### config.mk
export PLATFORM = sky130hd
export DESIGN_NAME = sram_parity_error_log_flat
export DESIGN_NICKNAME = d
export VERILOG_FILES = /design/src/rtl/sram_parity_error_log_if.sv /design/src/rtl/sram_parity_error_log.sv /design/src/flat_wrapper.sv
export SDC_FILE = /design/constraint.sdc
export NUM_CORES = 1
export LEC_CHECK = 0
export CELL_PAD_IN_SITES_DETAIL_PLACEMENT = 1
export CELL_PAD_IN_SITES_GLOBAL_PLACEMENT = 1
export CORE_MARGIN = 2
export CORE_UTILIZATION = 46
export CTS_CLUSTER_SIZE = 12
export DETAILED_ROUTE_END_ITERATION = 16
export PLACE_DENSITY = 0.94
export REMOVE_ABC_BUFFERS = 1
export SLEW_MARGIN = 0
export SYNTH_ARGS = -nofsm -noshare
export SYNTH_HDL_FRONTEND = slang
export SYNTH_SLANG_ARGS = --single-unit
### constraint.sdc
create_clock -name clk -period 2.69 [get_ports clk]
set_input_delay 0.6725 -clock clk [delete_from_list [all_inputs] [get_ports clk]]
set_output_delay 0.6725 -clock clk [all_outputs]
set_load 0.05 [all_outputs]
### src/rtl/sram_parity_error_log_if.sv
// Bus bundle between the parity-error log and its driver: read/parity alignment
// inputs, software controls, and the log/status outputs.
interface sram_parity_error_log_if #(
  parameter int ADDR_W     = 8,
  parameter int FIFO_DEPTH = 4,
  parameter int CNT_W      = 16
);
  localparam int LVL_W = $clog2(FIFO_DEPTH) + 1;

  logic              read_enable;
  logic [ADDR_W-1:0] raddr;
  logic              parity_error;
  logic              irq_enable;
  logic              clear;
  logic              log_pop;
  logic              log_valid;
  logic [ADDR_W-1:0] log_addr;
  logic [LVL_W-1:0]  log_level;
  logic [CNT_W-1:0]  err_count;
  logic              overflow;
  logic              irq;

  modport master (
    output read_enable, raddr, parity_error, irq_enable, clear, log_pop,
    input  log_valid, log_addr, log_level, err_count, overflow, irq
  );

  modport slave (
    input  read_enable, raddr, parity_error, irq_enable, clear, log_pop,
    output log_valid, log_addr, log_level, err_count, overflow, irq
  );
endinterface

### src/rtl/sram_parity_error_log.sv
// Aligns each read address with the registered parity flag, logs failing
// addresses in a FWFT FIFO, counts errors and raises a level interrupt.
module sram_parity_error_log #(
  parameter int ADDR_W     = 8,
  parameter int FIFO_DEPTH = 4,
  parameter int CNT_W      = 16
) (
  input logic                    clk,
  input logic                    reset,
  sram_parity_error_log_if.slave bus
);
  localparam int PTR_W = $clog2(FIFO_DEPTH);
  localparam int LVL_W = PTR_W + 1;

  logic              rd_d;
  logic [ADDR_W-1:0] addr_d;
  logic [ADDR_W-1:0] mem [FIFO_DEPTH];
  logic [PTR_W-1:0]  head, tail, head_nxt, tail_nxt;
  logic [LVL_W-1:0]  level, level_nxt;
  logic [CNT_W-1:0]  count, count_nxt;
  logic              ovf, ovf_nxt, irq_q, irq_nxt;
  logic              err_evt, empty, full, pop_ok, push_ok;

  assign err_evt = bus.parity_error & rd_d;
  assign empty   = (level == '0);
  assign full    = (level == LVL_W'(FIFO_DEPTH));
  assign pop_ok  = bus.log_pop & ~empty;
  // A pop in the same cycle frees a slot, so a full log still accepts the push.
  assign push_ok = err_evt & (~full | pop_ok);

  // The alignment stage ignores clear so a read issued during clear is still logged.
  always_ff @(posedge clk) begin
    if (reset) begin
      rd_d   <= 1'b0;
      addr_d <= '0;
    end else begin
      rd_d <= bus.read_enable;
      if (bus.read_enable) begin
        addr_d <= bus.raddr;
      end
    end
  end

  always_comb begin
    head_nxt  = head;
    tail_nxt  = tail;
    level_nxt = level;
    count_nxt = count;
    ovf_nxt   = ovf;
    if (bus.clear) begin
      head_nxt  = '0;
      tail_nxt  = '0;
      level_nxt = '0;
      count_nxt = '0;
      ovf_nxt   = 1'b0;
    end else begin
      if (push_ok) tail_nxt = tail + 1'b1;
      if (pop_ok)  head_nxt = head + 1'b1;
      if (push_ok & ~pop_ok) begin
        level_nxt = level + 1'b1;
      end else if (pop_ok & ~push_ok) begin
        level_nxt = level - 1'b1;
      end
      if (err_evt && (count != '1)) count_nxt = count + 1'b1;
      if (err_evt & ~push_ok) ovf_nxt = 1'b1;
    end
    irq_nxt = bus.irq_enable & ((level_nxt != '0) | ovf_nxt);
  end

  always_ff @(posedge clk) begin
    if (reset) begin
      head  <= '0;
      tail  <= '0;
      level <= '0;
      count <= '0;
      ovf   <= 1'b0;
      irq_q <= 1'b0;
    end else begin
      head  <= head_nxt;
      tail  <= tail_nxt;
      level <= level_nxt;
      count <= count_nxt;
      ovf   <= ovf_nxt;
      irq_q <= irq_nxt;
    end
  end

  // Storage has no reset; occupancy alone decides what is valid.
  always_ff @(posedge clk) begin
    if (push_ok & ~bus.clear & ~reset) begin
      mem[tail] <= addr_d;
    end
  end

  assign bus.log_valid = ~empty;
  assign bus.log_addr  = empty ? '0 : mem[head];
  assign bus.log_level = level;
  assign bus.err_count = count;
  assign bus.overflow  = ovf;
  assign bus.irq       = irq_q;
endmodule

### src/flat_wrapper.sv
// flat-port wrapper written by rule: the top's interface ports become plain ports
module sram_parity_error_log_flat 
#(
  parameter int ADDR_W     = 8,
  parameter int FIFO_DEPTH = 4,
  parameter int CNT_W      = 16
)
  (clk, reset, bus_read_enable, bus_raddr, bus_parity_error, bus_irq_enable, bus_clear, bus_log_pop, bus_log_valid, bus_log_addr, bus_log_level, bus_err_count, bus_overflow, bus_irq);
  sram_parity_error_log_if #(.ADDR_W(ADDR_W), .FIFO_DEPTH(FIFO_DEPTH), .CNT_W(CNT_W)) bus_i ();
  input logic clk;
  input logic reset;
  input wire logic [$bits(bus_i.read_enable)-1:0] bus_read_enable;
  input wire logic [$bits(bus_i.raddr)-1:0] bus_raddr;
  input wire logic [$bits(bus_i.parity_error)-1:0] bus_parity_error;
  input wire logic [$bits(bus_i.irq_enable)-1:0] bus_irq_enable;
  input wire logic [$bits(bus_i.clear)-1:0] bus_clear;
  input wire logic [$bits(bus_i.log_pop)-1:0] bus_log_pop;
  output wire logic [$bits(bus_i.log_valid)-1:0] bus_log_valid;
  output wire logic [$bits(bus_i.log_addr)-1:0] bus_log_addr;
  output wire logic [$bits(bus_i.log_level)-1:0] bus_log_level;
  output wire logic [$bits(bus_i.err_count)-1:0] bus_err_count;
  output wire logic [$bits(bus_i.overflow)-1:0] bus_overflow;
  output wire logic [$bits(bus_i.irq)-1:0] bus_irq;
  assign bus_i.read_enable = bus_read_enable;
  assign bus_i.raddr = bus_raddr;
  assign bus_i.parity_error = bus_parity_error;
  assign bus_i.irq_enable = bus_irq_enable;
  assign bus_i.clear = bus_clear;
  assign bus_i.log_pop = bus_log_pop;
  assign bus_log_valid = bus_i.log_valid;
  assign bus_log_addr = bus_i.log_addr;
  assign bus_log_level = bus_i.log_level;
  assign bus_err_count = bus_i.err_count;
  assign bus_overflow = bus_i.overflow;
  assign bus_irq = bus_i.irq;
  sram_parity_error_log #(.ADDR_W(ADDR_W), .FIFO_DEPTH(FIFO_DEPTH), .CNT_W(CNT_W)) u_core (.clk(clk), .reset(reset), .bus(bus_i));
endmodule
Yosys cells after proc, flatten, opt, wreduce, memory -nomap -nowiden
Memory sizes are Yosys's and may differ from the RTL's. A register that Yosys moved wholly into a read port is not among the register bits.
Cells that the tools add are included.

cells by class
  add/subtract/negate cells = 5
  equal/unequal tests = 2
  bitwise gates (word level) = 17
  reductions and logical operators = 4
  muxes and demuxes = 10

operators with widths
  cell                                                                count
  16-bit by 1-bit adder with 16-bit output, second input constant     1
  16-bit inequality test, second input constant                       1
  1-bit bitwise AND                                                   9
  3-bit 2-to-1 mux                                                    3
  8-bit 2-to-1 mux                                                    1
  1-bit NOT                                                           6
  2-bit by 1-bit adder with 2-bit output, second input constant       2
  1-bit 2-to-1 mux                                                    4
  2-bit 2-to-1 mux                                                    2
  3-bit by 1-bit adder with 3-bit output, second input constant       1
  3-bit equality test, second input constant                          1
  3-bit zero test                                                     1
  3-bit nonzero test                                                  1
  3-bit by 1-bit subtractor with 3-bit output, second input constant  1
  1-bit OR                                                            2
  2-bit OR reduction                                                  1
  1-bit logical AND                                                   1

word-level totals
  word-level logic and storage cells = 47
  RAM bits = 32
  memories = 1
  bits in registers = 34

memory list
  memory      words  bits a word  read ports  clocked after Yosys merged registers in  wr ports  line                         text
  u_core.mem  4      8            1           1                                        1         sram_parity_error_log.sv:17  logic [ADDR_W-1:0] mem [FIFO_DEPTH];

Logic depth before layout (Yosys ltp)
  depth in word-level cells = 13
  depth in mapped cells = 8
  depth with buffers taken out = 7

Worst setup path before layout
Ideal clock, no wire load.

  kind = register to output
  from = reg u_core.level[0] (netlist: u_core.bus.log_level[0])
  to = out bus_log_addr[0]
  arrival = 2.333 ns
  slack = -0.315 ns
  cell stages (with the launch flop) = 6
  data required time = 2.017 ns
  cells stage by stage = dfxtp_1 inv_1 ha_1 nand2b_4 clkbuf_1 and2_1

on the way
  cells in the longest elaborated chain, start to end = 2

RTL lines
  item                    line                         text
  start, declared         sram_parity_error_log.sv:19  logic [LVL_W-1:0] level, level_nxt;
  start signal, assigned  sram_parity_error_log.sv:81  level <= level_nxt;
  3-bit zero test         sram_parity_error_log.sv:25  assign empty = (level == '0);
  8-bit 2-to-1 mux        sram_parity_error_log.sv:96  assign bus.log_addr = empty ? '0 : mem[head];
  end, declared           flat_wrapper.sv:19           output wire logic [$bits(bus_i.log_addr)-1:0] bus_log_addr;

Every way passes these cells.

==> results_dict.tcl <==
set metrics [dict create \
    status "complete, no violations" \
    tightest_slew_ns 0.588 \
    synth_cell_types 45 \
    hold_buffers 0 \
    numPortBuffers 44 \
    fin_tns_setup_ns 0 \
    clk_pin_slew_ns 0.07 \
    drt-total-wl_um 6730 \
    vias 1979 \
    cts_sinks 68 \
    synth_ff_type "dfxtp_1" \
    routabilityCongestion 0.763 \
    syn_area_sq_um 2970 \
    ys_ff_latch 68 \
    dp_hpwl_um 4790 \
    yosysSeqAreaShare_pct 56.6 \
    die-area_sq_um 7120 \
    antenna_found_initial 0 \
    rrSetupSlack_ns 0.49 \
    grt_max_degree 24 \
    path_class "register to primary output" \
    initial_utilization_pct 47.0 \
    die_h_um 84.4 \
    cts_resized 0 \
    grt_pass1_wl_um 11000 \
    vias_per_cell 5.28 \
    min_from "u_core.addr_d[5]" \
    crit_end "bus_log_addr[2]" \
    core_area_sq_um 6310 \
    max-slew-margin-rel_pct 60.7 \
    reg2reg_from "u_core.bus.log_level[0]" \
    clk_path_buf_depth 2 \
    path_buf_inv 2 \
    power_density_nw_per_um2 553 \
    syn_inst 243 \
    r2r_end "u_core.mem[3][2]" \
    slew_viol_final 0 \
    async_reset_ff_share_pct 0 \
    grt_pass1_vias 2191 \
    syn_avg_cell_area_sq_um 12.2 \
    maxCapViolCount 0 \
    rows 29 \
    nets 316 \
    antenna_cells 0 \
    endpoint_kind "primary output" \
    start_kind "register" \
    postCtsSetupRepairBufs 0 \
    finalHoldViolCount 0 \
    routedWlPerCell_um 17.9 \
    finalCritPeriodShare_pct 95.3 \
    arrival_ns 1.89 \
    crit_top_cell "buf_4" \
    cp.required_ns 2.02 \
    rr_worst_depth 6 \
    h-tree-depth 3 \
    cts-root-buf "clkbuf_8" \
    grt_overflow 0 \
    finalSetupViolations 0 \
    synth-edff-count 32 \
    rsz0062_at_grt "no" \
    fin_crit_ns 2.56 \
    holdCritPathClass "register to register" \
    worst-path-stages 4 \
    syn_to_final_growth_pct 23.2 \
    ant_nets 0 \
    crit_fanout 5 \
    cts_tree "done" \
    total_leakage_power_nw 1.29 \
    max_freq_mhz 390 \
    clk_latency_ns 0.34 \
    slowest_stage "mux4_2" \
    cp_top_family "multiplexers" \
    drt_first_pass_iters 4 \
    total_power_mw 2.02 \
    ir_drop_mv 0.325 \
    cts_made_buffers 9 \
    fin_skew_ns 0.00892 \
    drc_errors 0 \
    drt-initial-drc-count 65 \
    die_width_um 84.4 \
    ioPinCount 45 \
    crit_chain "buf_4 -> mux4_2 -> and2_1 -> buf_4" \
    groute.usage.overall_pct 20.5 \
    yosysWarnings 0 \
    slowest_delay_ns 0.51 \
    drive_gt1_share_pct 16.8 \
]
layer usage:
metal | GRT usage (%) | wire length [um] | up-vias
met2 | 37.7 | 3570 | 37
met5 | 0 | 0 | -
met1 | 22.6 | 2840 | 974
met3 | 3.83 | 173 | 12
met4 | 9.81 | 152 | 0
li1 | - | - | 956
report_power, final:
| group | internal (mW) | total (mW) | switching, mW |
|---|---|---|---|
| combinational | 0.0594 | 0.136 | 0.0763 |
| sequential | 1.09 | 1.11 | 0.0137 |
| clock | 0.425 | 0.781 | 0.356 |
worst reg2reg max path, delay by kind of cell (launching register included):
family,cells,cell delay [ns]
flip-flops,1,0.43
buffers and inverters,1,0.12
adder cells (fa/ha/maj),1,0.29
AND/OR/NAND/NOR,4,0.99
flip-flops by register name (all words and copies together), names as in the netlist, named ones only:
| signal | flops |
|---|---|
| u_core.addr_d | 8 |
| u_core.bus.err_count | 16 |
| u_core.bus.irq | 1 |
| u_core.bus.log_level | 3 |
| u_core.bus.overflow | 1 |
| u_core.head | 2 |
| u_core.mem | 32 |
| u_core.rd_d | 1 |
| u_core.tail | 2 |
metrics by stage:
| step | worst slack [ns] | cell area, sq um | hold slack (ns) | util [%] | cells |
|---|---|---|---|---|---|
| after global placement | 0.279 | 3480 | 0.485 | 55.1 | 359 |
| after global routing | 0.0229 | 3660 | 0.529 | 57.9 | 375 |
| after CTS | 0.0722 | 3660 | 0.516 | 57.9 | 375 |
| final | 0.126 | 3660 | 0.513 | 57.9 | 375 |
| after detailed placement | 0.143 | 3480 | 0.500 | 55.1 | 359 |
| after floorplan | 0.193 | 2930 | 0.459 | - | 233 |
cell families after synthesis:
| family | share of synthesized area, % |
|---|---|
| buffers and inverters | 2.15 |
| AOI/OAI and AO/OA | 5.31 |
| adders and majority gates | 3.37 |
| and+or+nand+nor | 17.5 |
| xor gates and xnor gates | 5.31 |
| DFF | 56.6 |
| muxes | 9.77 |
cells in the mapped netlist, drive strengths merged, types with 2 or more instances:
| master | n | area, sq um |
|---|---|---|
| dfxtp | 36 | 721 |
| xnor2 | 17 | 149 |
| buf | 3 | 15.0 |
| and3 | 4 | 26.3 |
| mux4 | 8 | 180 |
| ha | 8 | 100 |
| nor2 | 36 | 138 |
| a21oi | 11 | 70.1 |
| and2 | 15 | 95.1 |
| o21ai | 2 | 10.0 |
| nand2b | 2 | 20.0 |
| nor2b | 2 | 12.5 |
| inv | 6 | 22.5 |
| or2 | 2 | 15.0 |
| nor4 | 3 | 31.3 |
| edfxtp | 32 | 961 |
| nand2 | 11 | 41.3 |
| nand4 | 4 | 31.3 |
| or3 | 3 | 18.8 |
| mux2i | 11 | 110 |
| clkbuf | 7 | 26.3 |
| nand3 | 6 | 42.5 |
| nor3 | 2 | 10.0 |
worst min path at each step:
stage,endpoint,cells after the start
final,u_core.mem[2][5],0
after global routing,u_core.mem[2][5],0
after CTS,u_core.tail[1],2
after detailed placement,u_core.mem[2][7],0
after global placement,u_core.mem[2][7],0
after floorplan,u_core.mem[0][0],0
placed cells by master, fill, tap and decap left out, types with 4 or more instances in the layout:
master and n:
a21oi_1 9, and2_1 14, buf_4 14, clkbuf_1 4, clkbuf_8 9, clkdlybuf4s50_1 35, dfxtp_1 36, edfxtp_1 32
ha_1 8, inv_1 6, mux2i_1 11, mux4_2 8, nand2_1 11, nand3_1 5, nor2_1 35, xnor2_1 17
layout make-up:
class                           instances  area [sq um]
Fill cell                             664          2660
Sequential cell                        68          1680
Tap cell                               77          96.3
Multi-Input combinational cell        159          1220
Timing Repair Buffer                   49           455
Inverter                                6          22.5
Clock inverter                          3          38.8
Clock buffer                           13           139
No activity file was read; power rests on OpenSTA's default activity.
